### src/rtl/l1_mem_arbiter_if.sv
// Bus bundle joining the split L1 caches and the cacheline adaptor through the arbiter.
// The arbiter takes the slave view; the cache/adaptor side takes the master view.
interface l1_mem_arbiter_if #(
  parameter int unsigned ADDR_W = 32,
  parameter int unsigned LINE_W = 256
) ();

  // I-cache side
  logic              i_read;
  logic [ADDR_W-1:0] i_address;
  logic [LINE_W-1:0] i_rdata;
  logic              i_resp;

  // D-cache side
  logic              d_read;
  logic              d_write;
  logic [ADDR_W-1:0] d_address;
  logic [LINE_W-1:0] d_wdata;
  logic [LINE_W-1:0] d_rdata;
  logic              d_resp;

  // Cacheline adaptor side
  logic              mem_read;
  logic              mem_write;
  logic [ADDR_W-1:0] mem_address;
  logic [LINE_W-1:0] mem_wdata;
  logic [LINE_W-1:0] mem_rdata;
  logic              mem_resp;

  modport slave (
    input  i_read, i_address,
    output i_rdata, i_resp,
    input  d_read, d_write, d_address, d_wdata,
    output d_rdata, d_resp,
    output mem_read, mem_write, mem_address, mem_wdata,
    input  mem_rdata, mem_resp
  );

  modport master (
    output i_read, i_address,
    input  i_rdata, i_resp,
    output d_read, d_write, d_address, d_wdata,
    input  d_rdata, d_resp,
    input  mem_read, mem_write, mem_address, mem_wdata,
    output mem_rdata, mem_resp
  );

endinterface

### src/rtl/l1_mem_arbiter.sv
// Shares one cacheline adaptor between the L1 I-cache and D-cache, one line
// transaction at a time, returning the adaptor response only to the winner.
module l1_mem_arbiter #(
  parameter int unsigned ADDR_W          = 32,
  parameter int unsigned LINE_W          = 256,
  parameter bit          DCACHE_PRIORITY = 1'b1
) (
  input logic             clk,
  input logic             rst,
  l1_mem_arbiter_if.slave bus
);

  localparam logic [ADDR_W-1:0] OFFSET_MASK = ADDR_W'((LINE_W / 8) - 1);

  typedef enum logic [1:0] {
    IDLE    = 2'd0,
    SERVE_I = 2'd1,
    SERVE_D = 2'd2,
    RELEASE = 2'd3
  } state_e;

  typedef enum logic {
    GNT_I = 1'b0,
    GNT_D = 1'b1
  } grant_e;

  state_e            state_q, state_d;
  grant_e            last_grant_q, last_grant_d;
  logic [ADDR_W-1:0] addr_q, addr_d;
  logic [LINE_W-1:0] wdata_q, wdata_d;
  logic              write_q, write_d;

  logic i_req;
  logic d_req;
  logic pick_d;
  logic mem_read;
  logic mem_write;
  logic i_resp;
  logic d_resp;

  assign i_req = bus.i_read;
  assign d_req = bus.d_read | bus.d_write;

  // On a tie, either D always wins or the grant alternates away from the last winner.
  assign pick_d = (i_req && d_req) ? (DCACHE_PRIORITY || (last_grant_q == GNT_I))
                                   : d_req;

  always_comb begin
    // NOTE: every signal gets a default before the case so no path leaves one
    // unassigned, which would otherwise infer a latch.
    state_d      = state_q;
    last_grant_d = last_grant_q;
    addr_d       = addr_q;
    wdata_d      = wdata_q;
    write_d      = write_q;
    mem_read     = 1'b0;
    mem_write    = 1'b0;
    i_resp       = 1'b0;
    d_resp       = 1'b0;

    unique case (state_q)
      IDLE: begin
        if (i_req || d_req) begin
          if (pick_d) begin
            state_d      = SERVE_D;
            last_grant_d = GNT_D;
            addr_d       = bus.d_address & ~OFFSET_MASK;
            write_d      = bus.d_write;
            wdata_d      = bus.d_wdata;
          end else begin
            state_d      = SERVE_I;
            last_grant_d = GNT_I;
            addr_d       = bus.i_address & ~OFFSET_MASK;
            write_d      = 1'b0;
          end
        end
      end

      SERVE_I: begin
        mem_read  = !write_q;
        mem_write = write_q;
        if (bus.mem_resp) begin
          i_resp  = 1'b1;
          state_d = RELEASE;
        end
      end

      SERVE_D: begin
        mem_read  = !write_q;
        mem_write = write_q;
        if (bus.mem_resp) begin
          d_resp  = 1'b1;
          state_d = RELEASE;
        end
      end

      // One quiet cycle lets the winner drop its request before the next arbitration.
      RELEASE: state_d = IDLE;

      default: state_d = IDLE;
    endcase
  end

  // NOTE: sequential state uses non-blocking assignments so every register
  // samples its _d value from before the edge, independent of statement order.
  always_ff @(posedge clk or posedge rst) begin
    if (rst) begin
      state_q      <= IDLE;
      last_grant_q <= GNT_I;
      addr_q       <= '0;
      wdata_q      <= '0;
      write_q      <= 1'b0;
    end else begin
      state_q      <= state_d;
      last_grant_q <= last_grant_d;
      addr_q       <= addr_d;
      wdata_q      <= wdata_d;
      write_q      <= write_d;
    end
  end

  assign bus.mem_read    = mem_read;
  assign bus.mem_write   = mem_write;
  assign bus.mem_address = addr_q;
  assign bus.mem_wdata   = wdata_q;
  assign bus.i_resp      = i_resp;
  assign bus.d_resp      = d_resp;
  assign bus.i_rdata     = bus.mem_rdata;
  assign bus.d_rdata     = bus.mem_rdata;

  // Simulation-only protocol checks.
  d_rw_exclusive: assert property (@(posedge clk) disable iff (rst)
    !(bus.d_read && bus.d_write))
    else $error("d_read and d_write asserted together; write takes precedence");

  mem_op_exclusive: assert property (@(posedge clk) disable iff (rst)
    !(mem_read && mem_write))
    else $error("mem_read and mem_write asserted together");

  resp_exclusive: assert property (@(posedge clk) disable iff (rst)
    !(i_resp && d_resp))
    else $error("i_resp and d_resp asserted together");

endmodule

### src/flat_wrapper.sv
// flat-port wrapper written by rule: the top's interface ports become plain ports
module l1_mem_arbiter_flat 
#(
  parameter int unsigned ADDR_W          = 32,
  parameter int unsigned LINE_W          = 256,
  parameter bit          DCACHE_PRIORITY = 1'b1
)
  (clk, rst, bus_i_read, bus_i_address, bus_i_rdata, bus_i_resp, bus_d_read, bus_d_write, bus_d_address, bus_d_wdata, bus_d_rdata, bus_d_resp, bus_mem_read, bus_mem_write, bus_mem_address, bus_mem_wdata, bus_mem_rdata, bus_mem_resp);
  l1_mem_arbiter_if #(.ADDR_W(ADDR_W), .LINE_W(LINE_W)) bus_i ();
  input logic clk;
  input logic rst;
  input wire logic [$bits(bus_i.i_read)-1:0] bus_i_read;
  input wire logic [$bits(bus_i.i_address)-1:0] bus_i_address;
  output wire logic [$bits(bus_i.i_rdata)-1:0] bus_i_rdata;
  output wire logic [$bits(bus_i.i_resp)-1:0] bus_i_resp;
  input wire logic [$bits(bus_i.d_read)-1:0] bus_d_read;
  input wire logic [$bits(bus_i.d_write)-1:0] bus_d_write;
  input wire logic [$bits(bus_i.d_address)-1:0] bus_d_address;
  input wire logic [$bits(bus_i.d_wdata)-1:0] bus_d_wdata;
  output wire logic [$bits(bus_i.d_rdata)-1:0] bus_d_rdata;
  output wire logic [$bits(bus_i.d_resp)-1:0] bus_d_resp;
  output wire logic [$bits(bus_i.mem_read)-1:0] bus_mem_read;
  output wire logic [$bits(bus_i.mem_write)-1:0] bus_mem_write;
  output wire logic [$bits(bus_i.mem_address)-1:0] bus_mem_address;
  output wire logic [$bits(bus_i.mem_wdata)-1:0] bus_mem_wdata;
  input wire logic [$bits(bus_i.mem_rdata)-1:0] bus_mem_rdata;
  input wire logic [$bits(bus_i.mem_resp)-1:0] bus_mem_resp;
  assign bus_i.i_read = bus_i_read;
  assign bus_i.i_address = bus_i_address;
  assign bus_i_rdata = bus_i.i_rdata;
  assign bus_i_resp = bus_i.i_resp;
  assign bus_i.d_read = bus_d_read;
  assign bus_i.d_write = bus_d_write;
  assign bus_i.d_address = bus_d_address;
  assign bus_i.d_wdata = bus_d_wdata;
  assign bus_d_rdata = bus_i.d_rdata;
  assign bus_d_resp = bus_i.d_resp;
  assign bus_mem_read = bus_i.mem_read;
  assign bus_mem_write = bus_i.mem_write;
  assign bus_mem_address = bus_i.mem_address;
  assign bus_mem_wdata = bus_i.mem_wdata;
  assign bus_i.mem_rdata = bus_mem_rdata;
  assign bus_i.mem_resp = bus_mem_resp;
  l1_mem_arbiter #(.ADDR_W(ADDR_W), .LINE_W(LINE_W), .DCACHE_PRIORITY(DCACHE_PRIORITY)) u_core (.clk(clk), .rst(rst), .bus(bus_i));
endmodule
### config.mk
export PLATFORM = sky130hd
export DESIGN_NAME = l1_mem_arbiter_flat
export DESIGN_NICKNAME = d
export VERILOG_FILES = /design/src/rtl/l1_mem_arbiter_if.sv /design/src/rtl/l1_mem_arbiter.sv /design/src/flat_wrapper.sv
export SDC_FILE = /design/constraint.sdc
export NUM_CORES = 1
export LEC_CHECK = 0
export BUFFER_PORTS_ARGS = -buffer_cell sky130_fd_sc_hd__buf_2
export CAP_MARGIN = 20
export CORE_AREA = 2 2 545 547
export CTS_CLUSTER_DIAMETER = 30
export DETAILED_ROUTE_END_ITERATION = 8
export DIE_AREA = 0 0 547 549
export GPL_TIMING_DRIVEN = 0
export PLACE_DENSITY = 0.3
export SLEW_MARGIN = 20
export SYNTH_ARGS = -nofsm -noshare
export SYNTH_HDL_FRONTEND = slang
export SYNTH_SLANG_ARGS = --single-unit
### constraint.sdc
create_clock -name clk -period 22.7 [get_ports clk]
set_input_delay 1.135 -clock clk [delete_from_list [all_inputs] [get_ports clk]]
set_output_delay 1.135 -clock clk [all_outputs]
set_load 0.05 [all_outputs]
==> impl_metrics.toml <==
[detailed_routing]
via_count = 13673
wl_um = 128000
via_per_inst = 2.10
firstDrtPassIters = 4
drcViolationCount = 0
first_iter_violations = 432
post_drt_wl_per_cell_um = 19.7
antenna_left = 0

[global_routing]
busiest_layer = "met2"
grt_max_degree = 82
grt_util_met1_pct = 8.29
met3_usage_pct = 6.43
antenna_found_initial = 64
grt_usage_pct = 8.16
grt_pass1_vias = 13945
grt_pass1_wl_um = 156000
gr-total-overflow = 0
met2_usage_pct = 12.5

[worst_setup_path]
endpoint_kind = "output pin"
reg2regPathDepth = 6
r2r_start = "u_core.state_q[0]$_DFFE_PP0P_"
arrival_ps = 2290
path_class = "flop to output pin"
crit_required_ps = 21570
r2r_slack_ps = 20060
r2r_end = "u_core.bus.mem_wdata[207]$_DFFE_PP0P_"
start_kind = "flop"
critPathMaxFanout = 5

[timing]
worst_slew_pin_slew_ps = 815
drv_slew = 0
finalSetupTns_ps = 0
finClkSkew_ps = 40.9
hold_viol = 0
max_freq_mhz = 292
fin_ws_ps = 19280
post-route-min-period_ps = 3420
finalSetupViolCount = 0
slew_headroom_pct = 44.1
rsz0062_at_grt = "no"
period_share_pct = 15.1

[yosys]
ys_types = 18
yosys_register_bits = 286
synth_area_leaders = "dfrtp_1 48%, buf_4 27%, mux2_2 19%"
synthCells = 1202
yosysTopAreaCellShare_pct = 48.2
ys_seq_area_share_pct = 48.2
synth_area_um2 = 14800
yosys.area.top_type = "dfrtp_1"
ys_warn_count = 0
avgSynthCellArea_um2 = 12.4

[floorplanning]
num_rows = 200
die_h_um = 549
dieArea_um2 = 300000
io_pins = 1386
core_um2 = 295000
start_util_pct = 5.03
die_w_um = 547

[place]
place_area_um2 = 25500
dp_slack_ps = 18890
portBuffers = 1114
gp_congestion = 0.812
place_inst = 6263
post-dp-hpwl_um = 113000

[layout]
final_cells = 6501
final_cell_area_um2 = 29600
drive_above_1_share_pct = 83.6
areaGrowthSynthToFinish_pct = 99.2
final_nets = 3030
post-route-util_pct = 10.0

[worst_hold_path]
hold_path.class = "input pin to async pin"

[cts]
cts_resized = 0
clkSlewWorstSetupHoldPaths_ps = 40
ctsHoldBuffers = 0
cts_max_level = 3
cts_sinks = 286
cts_tree = "built"
cts_buffers = 118
clkLatencyLatePin_ps = 830
post_cts_buffers = 0
clockRootBuffer = "clkbuf_16"
cts_max_path_buffers = 4

[power_and_ir_drop]
power.density_nw_per_um2 = 168
ir_drop_mv = 0.0889
p_leak_nw = 13.9

[job]
maxCapViolations = 0

[status]
status = "finished clean"
## report_power, final
part / leakage, nW / internal (W) / switching (W) / total [W]
Clock: 2.00 / 0.00115 / 0.000465 / 0.00161
Sequential: 3.39 / 0.000777 / 0.000140 / 0.000917
Combinational: 8.51 / 0.000578 / 0.00187 / 0.00245
## per-stage QoR
step | hold WS, ps | total power (W)
6_report | 377 | 0.00498
5_1_grt | 351 | 0.00529
4_1_cts | 292 | 0.00516
3_5_place_dp | 465 | 0.00349
3_3_place_gp | 460 | 0.00348
2_1_floorplan | 461 | 0.00249
## area by class of cell
type	instances	area, um^2
well taps	3939	4930
diodes	23	57.6
clock inverters	27	355
plain buffers	553	4120
fillers	34167	265000
clock buffers	188	3670
multi-input cells	362	3590
flip-flops and latches	286	7160
repair buffers	1118	5670
inverters	5	26.3
## how the worst max path moves through the flow
| stage | slack [ps] | endpoint | from |
|---|---|---|---|
| 2_1_floorplan | 13670 | u_core.bus.mem_address[10]$_DFFE_PP0P_ | rst |
| 3_3_place_gp | 7450 | u_core.bus.mem_wdata[145]$_DFFE_PP0P_ | rst |
| 3_5_place_dp | 18890 | u_core.bus.mem_wdata[207]$_DFFE_PP0P_ | bus_d_write |
| 4_1_cts | 19100 | bus_mem_read | u_core.state_q[0]$_DFFE_PP0P_ |
| 5_1_grt | 19080 | bus_mem_read | u_core.state_q[0]$_DFFE_PP0P_ |
| 6_report | 19280 | bus_mem_read | u_core.state_q[1]$_DFFE_PP0P_ |
## flip-flops by register name, indices dropped and copies added (netlist names)
register                cells
u_core.bus.mem_address     27
u_core.bus.mem_wdata      256
u_core.state_q              2
u_core.write_q              1
## cell usage after synthesis (all sizes together)
cell,count
dfrtp,286
a21oi,1
ha,4
clkbuf,2
nand2,30
buf,551
a32oi,1
o21ai,28
nor2b,1
inv,5
mux2,257
and2,3
nor2,2
o31ai,1
mux2i,29
conb,1
## kinds of logic (layout without fill, tap and decap cells)
group | Yosys count | in the layout | synth area share (%)
and+or+nand+nor | 36 | 36 | 0.977
AOI/OAI and AO/OA | 31 | 31 | 1.12
muxes | 286 | 286 | 21.4
DFF | 286 | 286 | 48.2
other | 1 | 28 | 0.0253
buffers and inverters | 558 | 1891 | 27.9
adders and majority gates | 4 | 4 | 0.337
## worst max-delay path, stage by stage, from the launching register on
cell	delay, ps
dfrtp_1	350
inv_1	90
ha_1	490
nor2b_1	250
buf_2	310
## cell usage in the layout, fill, tap and decap left out, types with 4 or more instances in the layout
cell type	count
buf_2	1122
buf_4	543
bufinv_16	6
clkbuf_1	27
clkbuf_16	118
clkbuf_8	45
clkinv_2	17
conb_1	5
dfrtp_1	286
diode_2	23
ha_1	4
inv_1	4
mux2_2	257
mux2i_1	25
mux2i_2	4
nand2_1	30
o21ai_0	27
## routing by layer
metal,wire (um),vias to the layer above,share of wire (%)
met5,80,-,0.062
met4,4120,12,3.2
met3,24300,227,19
met2,56000,1121,44
met1,43700,6297,34
li1,-,6016,-
Note: power is estimated with default switching activity, not from simulation.
